**src/rtl/budget_rr_scheduler.sv**
```systemverilog
// Budget-regulated round-robin scheduler: grants one non-empty queue at a time and
// limits each queue to a programmable number of grants per period. Option: WORK_CONSERVING_EN.
module budget_rr_scheduler #(
    parameter int NUMBER_OF_QUEUES = 4,
    parameter int REGISTER_SIZE    = 32,
    localparam int ID_W            = $clog2(NUMBER_OF_QUEUES)
) (
    input  logic                                             clock_i,
    input  logic                                             reset_i,
    input  logic [NUMBER_OF_QUEUES-1:0]                      empty_i,
    input  logic [NUMBER_OF_QUEUES-1:0][REGISTER_SIZE-1:0]   budgets_i,
    input  logic [REGISTER_SIZE-1:0]                         period_i,
    input  logic                                             consumed_i,
    output logic [ID_W-1:0]                                  id_o,
    output logic                                             enable_o,
    output logic [NUMBER_OF_QUEUES-1:0]                      hasBeenConsumed_o,
    output logic [NUMBER_OF_QUEUES-1:0]                      throttled_o,
    output logic                                             state_o
);

    localparam int NQ = NUMBER_OF_QUEUES;
    localparam int RS = REGISTER_SIZE;

    typedef enum logic {
        S_IDLE = 1'b0,
        S_WAIT = 1'b1
    } state_t;

    state_t                  state_q, state_d;
    logic [ID_W-1:0]         id_q, id_d;
    logic [ID_W-1:0]         last_q, last_d;
    logic                    enable_q, enable_d;
    logic [RS-1:0]           cnt_q, cnt_d;
    logic [NQ-1:0][RS-1:0]   remaining_q, remaining_d;

    logic                    regulate;
    logic                    wrap;
    logic                    consume_fire;
    logic                    decrement;
    logic [NQ-1:0]           eligible;
    logic                    pick_found;
    logic [ID_W-1:0]         pick_idx;

    // First requester strictly after 'last', searching circularly.
    function automatic logic [ID_W:0] rr_pick(input logic [NQ-1:0] req,
                                              input logic [ID_W-1:0] last);
        logic            found;
        logic [ID_W-1:0] idx;
        found = 1'b0;
        idx   = '0;
        for (int k = 1; k <= NQ; k++) begin
            int c;
            c = (int'(last) + k) % NQ;
            if (!found && req[c]) begin
                found = 1'b1;
                idx   = ID_W'(c);
            end
        end
        return {found, idx};
    endfunction

    assign regulate     = (period_i != '0);
    assign wrap         = regulate && (cnt_q >= (period_i - RS'(1)));
    assign consume_fire = (state_q == S_WAIT) && consumed_i;

    always_comb begin
        eligible    = '0;
        throttled_o = '0;
        for (int i = 0; i < NQ; i++) begin
            eligible[i]    = !empty_i[i] && (!regulate || (remaining_q[i] != '0));
            throttled_o[i] = regulate && (remaining_q[i] == '0);
        end
    end

    assign {pick_found, pick_idx} = rr_pick(eligible, last_q);

`ifdef WORK_CONSERVING_EN
    logic            slack_q, slack_d;
    logic            slack_found;
    logic [ID_W-1:0] slack_idx;

    assign {slack_found, slack_idx} = rr_pick(~empty_i, last_q);
    // Slack grants borrow idle bandwidth and are not charged to the budget.
    assign decrement = consume_fire && regulate && !slack_q;
`else
    assign decrement = consume_fire && regulate;
`endif

    // Handshake: enable_o/id_o form a held grant; the transfer completes on the
    // cycle consumed_i is high while enable_o is high, and only then may the grant change.
    always_comb begin
        state_d  = state_q;
        id_d     = id_q;
        last_d   = last_q;
        enable_d = enable_q;
`ifdef WORK_CONSERVING_EN
        slack_d  = slack_q;
`endif
        case (state_q)
            S_IDLE: begin
                if (pick_found) begin
                    id_d     = pick_idx;
                    enable_d = 1'b1;
                    state_d  = S_WAIT;
`ifdef WORK_CONSERVING_EN
                    slack_d  = 1'b0;
                end else if (slack_found) begin
                    id_d     = slack_idx;
                    enable_d = 1'b1;
                    state_d  = S_WAIT;
                    slack_d  = 1'b1;
`endif
                end
            end
            S_WAIT: begin
                if (consumed_i) begin
                    enable_d = 1'b0;
                    last_d   = id_q;
                    state_d  = S_IDLE;
                end
            end
            default: begin
                enable_d = 1'b0;
                state_d  = S_IDLE;
            end
        endcase
    end

    // Replenish at wrap takes priority over a coincident decrement.
    always_comb begin
        cnt_d       = cnt_q;
        remaining_d = remaining_q;
        if (!regulate || wrap) begin
            cnt_d = '0;
        end else begin
            cnt_d = cnt_q + RS'(1);
        end
        if (wrap) begin
            remaining_d = budgets_i;
        end else if (decrement && (remaining_q[id_q] != '0)) begin
            remaining_d[id_q] = remaining_q[id_q] - RS'(1);
        end
    end

    always_ff @(posedge clock_i) begin
        if (reset_i) begin
            state_q     <= S_IDLE;
            id_q        <= '0;
            last_q      <= ID_W'(NQ - 1);
            enable_q    <= 1'b0;
            cnt_q       <= '0;
            remaining_q <= budgets_i;
`ifdef WORK_CONSERVING_EN
            slack_q     <= 1'b0;
`endif
        end else begin
            state_q     <= state_d;
            id_q        <= id_d;
            last_q      <= last_d;
            enable_q    <= enable_d;
            cnt_q       <= cnt_d;
            remaining_q <= remaining_d;
`ifdef WORK_CONSERVING_EN
            slack_q     <= slack_d;
`endif
        end
    end

    always_comb begin
        hasBeenConsumed_o = '0;
        if (consume_fire && !reset_i) begin
            hasBeenConsumed_o[id_q] = 1'b1;
        end
    end

    assign id_o     = id_q;
    assign enable_o = enable_q;
    assign state_o  = state_q;

endmodule

```
**config.mk**
```make
export PLATFORM = sky130hd
export DESIGN_NAME = budget_rr_scheduler
export DESIGN_NICKNAME = d
export VERILOG_FILES = /design/src/rtl/budget_rr_scheduler.sv
export SDC_FILE = /design/constraint.sdc
export NUM_CORES = 1
export LEC_CHECK = 0
export BUFFER_PORTS_ARGS = -buffer_cell sky130_fd_sc_hd__buf_2
export CORE_ASPECT_RATIO = 1.25
export CORE_UTILIZATION = 64
export CTS_BUF_LIST = sky130_fd_sc_hd__clkbuf_8
export CTS_CLUSTER_DIAMETER = 200
export DETAILED_ROUTE_END_ITERATION = 12
export PLACE_DENSITY = 0.85
export REMOVE_ABC_BUFFERS = 1
export SKIP_LAST_GASP = 1
export SLEW_MARGIN = 10
export SYNTH_ARGS = -nofsm -noshare
export SYNTH_HDL_FRONTEND = slang
export SYNTH_SLANG_ARGS = --single-unit
```
**constraint.sdc**
```tcl
create_clock -name clock_i -period 16.3 [get_ports clock_i]
set_input_delay 3.26 -clock clock_i [delete_from_list [all_inputs] [get_ports clock_i]]
set_output_delay 3.26 -clock clock_i [all_outputs]
set_load 0.02 [all_outputs]
```
==> Word-level counts from Yosys, hierarchy flattened <==
Cells that the tools add are included.
{ "totals": {"regBits": 166, "inputBits": 167, "word_cells": 117, "output_inout_bits": 12} }
{ "op_classes": {"n_lt_le_gt_ge": 7, "n_eq_ne": 2, "muxes": 37, "bitwise_logic": 5, "addsub": 7, "reduce_logical": 50} }
{ "ops": {"columns": ["operator", "n"], "rows": [
  ["$mux 128", 3],
  ["$reduce_bool 32->1", 6],
  ["$bwmux 128", 1],
  ["$logic_not 32->1", 4],
  ["$bmux 32 s2", 1],
  ["$demux 32 s2", 1],
  ["$mux 32", 2],
  ["$sub 32x1->32 const B", 2],
  ["$add 32x1->32 const B", 1],
  ["$ge 32x32->1", 1],
  ["$logic_and 1x1->1", 17],
  ["$mux 1", 17],
  ["$lt 3x4->1 const B", 4],
  ["$reduce_or 2->1", 5],
  ["$logic_not 1->1", 9],
  ["$bmux 1 s2", 4],
  ["$mux 2", 4],
  ["$reduce_and 2->1", 3],
  ["$logic_or 1x1->1", 5],
  ["$add 2x1->2 const B", 2],
  ["$add 2x2->2 const B", 2],
  ["$and 1x1->1 const A", 4],
  ["$mux 4", 1],
  ["$ne 2x2->1 const B", 2],
  ["other kinds (6)", 7]
]} }

==> Longest topological paths before layout <==
{ "depth": {"word_depth": 19, "ltp_mapped": 17} }

==> Worst setup path after synthesis <==
OpenSTA, ideal clock, no wires.
{ "synth_timing": {"kind": "input port to flip-flop", "start": "input period_i[7]", "end": "register remaining_q[0] in the netlist's numbering (enable)", "n_path_buf": 2, "stages": 15, "setup_time_ns": 0.658, "slack_ns": 7.532, "arrival_ns": 8.110, "path_cell_list": "or4_4 -> nor4_4 -> nand3_1 -> or4_4 -> or4b_4 -> nor4b_4 -> xnor2_1 -> ha_1 -> o211ai_1 -> a21oi_1 -> or3_1 -> o22ai_1 -> clkbuf_1 -> buf_2 -> o21ai_0"} }
{ "synth_between": {"elab_chain_cells": 4, "word_cells_on_any_way": 7, "cone_classes": "add/sub: 1; order compare: 1; reduce/logical: 5"} }
{ "synth_lines": {"columns": ["element", "line_no", "source"], "rows": [
  ["start, declared", "12", "input logic [REGISTER_SIZE-1:0] period_i,"],
  ["$sub 32x1->32 or $reduce_bool 32->1 (tied branches)", "63, 62", null],
  ["$ge 32x32->1 or $logic_and 1x1->1 (tied branches)", "63, 86", null],
  ["$logic_and 1x1->1 (on tied branches)", "63, 140", null],
  ["$reduce_bool 3->1 (no line) *", null, null],
  ["end signal, assigned", "152", "remaining_q <= budgets_i;"],
  ["end signal, assigned", "162", "remaining_q <= remaining_d;"],
  ["end, declared", "34", "logic [NQ-1:0][RS-1:0] remaining_q, remaining_d;"]
]} }
Mark *: on every way between the ends. The rest lies on a longest branch, timed or not.
A chain may end at the register's enable or synchronous reset.

==> Worst setup path in the final report <==
{ "layout_timing": {"start": "input period_i[7]", "end": "register remaining_q[55] in the netlist's numbering (enable)"} }
The elaborated chain is that of the path after synthesis.

==> results.yml <==
outcome:
  status: "completed"
run:
  max-cap-violations: 0
route:
  wl_per_cell_um: 20.9
  met2RoutedLength_mm: 14.1
  drc: 0
  dr_wl_met3_mm: 2.71
  wl_mm: 28.3
  wl_met1_mm: 10.3
  vias_per_cell: 6.35
  routed.top_layer: "met5"
  dr_total_vias: 8588
  antenna_left: 0
  first_pass_iters: 5
  drt-initial-drc-count: 935
cells_and_area:
  fillers: 1097
  post-route-util: 0.748
  drive_gt1_frac: 0.350
  nets: 1328
  insertedDiodeCount: 0
  syn_to_final_growth_pct: 13.7
synthesis:
  ys_seq_area_frac: 0.430
  yosysMostFrequentCell: "nor2_1"
  synth_top_area_frac: 0.359
  ys_seq_elements: 166
  synth_area_leaders: "edfxtp_1 (36%), mux2_2 (13%), dfxtp_1 (7.1%)"
  ys.flop_type: "edfxtp_1"
  ys_warn_count: 0
  async_reset_ff_frac: 0
  synth_edf_count: 128
  synth_cell_types: 56
  netlist_area_mm2: 0.0107
  syn-instance-count: 963
  postSynthAreaPerCell_um2: 11.1
  synthTopCellsByCount: "nor2_1 (173), edfxtp_1 (128), mux2_2 (126)"
  synth_area_leader_cell: "edfxtp_1"
power:
  internal-power_mw: 0.734
  p_comb_frac: 0.237
  power.density_mw_per_mm2: 87.1
  p_clk_frac: 0.271
  irDropWorstVdd_uv: 52.1
  seq_power_share: 0.492
  p_leak_nw: 4.63
  switching_share: 0.307
  p_sw_mw: 0.326
timing:
  whs_ns: 0.470
  setup_viol: 0
  fin_crit_sh: 0.544
  fmax_mhz: 113
  skew_ns: 0.0125
  rsz0062_at_grt: "no"
  slew_violations: 0
  worstMarginPinSlew_ns: 1.23
  post-route-min-period_ns: 8.86
  setup_tns_ns: 0
  relSlewSlack: 0.176
  hold_violations: 0
clocking:
  clk_pin_slew_ns: 0.08
  cts_tree: "done"
  postCtsSetupRepairBufs: 0
  htreeDepth: 4
  postCtsHoldBufs: 0
  cts.sinks: 166
  cts_resized: 0
  clkLatencyLatePin_ns: 0.48
  cts_buffers: 17
  cts_buffer_depth: 2
  cts_root_buf: "clkbuf_8"
global_route:
  grt.overflow.total: 0
  antenna_found_initial: 2
  grt_start_max_net_pins: 71
  grt_pass1_vias: 8570
  track_usage: 0.334
  grt_pass1_wl_mm: 44.0
setup_path:
  crit_path_start_kind: "primary input"
  crit_fanout: 70
  slowest_delay_ns: 0.80
  worstSetupPathType: "in -> reg"
  required_ns: 16.37
  cp_slowest_cell: "buf_4"
  worstPathCellList: "buf_2 > or4_4 > nor4_4 > nand3_1 > or4_4 > or4b_4 > nor4b_4 > xnor2_1 > ha_1 > o211ai_1 > a21oi_1 > or3_1 > o22ai_4 > buf_4 > buf_4 > o21ai_4"
  crit_arrival_ns: 8.93
  end_kind: "register"
floorplanning:
  die_h_um: 147
  io_pins: 179
  dieArea_mm2: 0.0173
  die-width_um: 118
  start_util: 0.658
  placementRows: 52
  coreArea_mm2: 0.0163
min_path:
  hold_class: "reg -> reg"
place:
  gp_congestion: 0.903
  hpwlAfterDp_mm: 20.6
  io_buffers: 178
## per-stage QoR
step | worst slack [ns] | instance area (µm²) | power (mW) | instances
2_1_floorplan | -2.47 | 10500 | 0.696 | 919
3_3_place_gp | 7.09 | 11800 | 0.765 | 1320
3_5_place_dp | 7.01 | 11800 | 0.775 | 1320
4_1_cts | 7.50 | 12100 | 1.05 | 1352
5_1_grt | 7.12 | 12200 | 1.10 | 1353
6_report | 7.44 | 12200 | 1.06 | 1353
## area by class of cell
type,count,area (µm²),area share
clock inverter,14,128,0.0105
sequential,166,4610,0.378
tap,216,270,0.0222
clock buffer,18,248,0.0203
inverter,9,33.8,0.00277
multi-input combinational,744,5920,0.486
timing repair buffer,186,971,0.0798
## flip-flops by register name (all words and copies together), names as in the netlist
name,flops
cnt_q,32
id_o,2
remaining_q,128
state_o,1
last_q,2
enable_o,1
## power by group through the flow
stage | clock network (mW) | registers (mW) | logic [mW]
finish | 0.287 | 0.522 | 0.251
global route | 0.303 | 0.524 | 0.269
CTS | 0.286 | 0.520 | 0.247
detailed placement | 0 | 0.529 | 0.246
global placement | 0 | 0.528 | 0.238
floorplan | 0 | 0.527 | 0.169
## kinds of logic (layout without fill, tap and decap cells)
family,Yosys count,count (layout),synth area share
compound gates,51,51,0.0290
xor+xnor,89,89,0.0728
fa+ha+maj,37,37,0.0432
buf+inv,53,227,0.0228
simple gates,406,406,0.199
flops,166,166,0.430
mux,161,161,0.203
## layout by cell type, fill, tap and decap left out, types with 32 or more instances in the layout
cell        n
mux4_2     32
nor2_1    173
mux2_2    126
xnor2_1    51
edfxtp_1  128
nor4_1     41
xor2_1     38
buf_2     178
nand2_1    37
ha_1       37
dfxtp_1    36
## critical path, delay by kind of cell
kind,cells,cell delay (ns)
xor+xnor,1,0.15
simple gates,7,2.62
compound gates,4,0.85
fa+ha+maj,1,0.27
buf+inv,3,1.66
## worst paths after layout
| check | slack, ns | to | startpoint | cells past startpoint |
|---|---|---|---|---|
| worst max register to register | 11.62 | remaining_q[55] | cnt_q[0] | 11 |
| worst max-delay path | 7.44 | remaining_q[55] | period_i[7] | 16 |
| worst min register to register | 0.47 | enable_o | enable_o | 2 |
| worst min-delay path | 0.47 | enable_o | enable_o | 2 |
## layer usage
layer / GRT usage / up-vias
met5: 0 / -
met4: 0.162 / 2
met3: 0.0883 / 86
met2: 0.564 / 517
met1: 0.395 / 4092
li1: - / 3891
(Power assumes the default switching activity.)
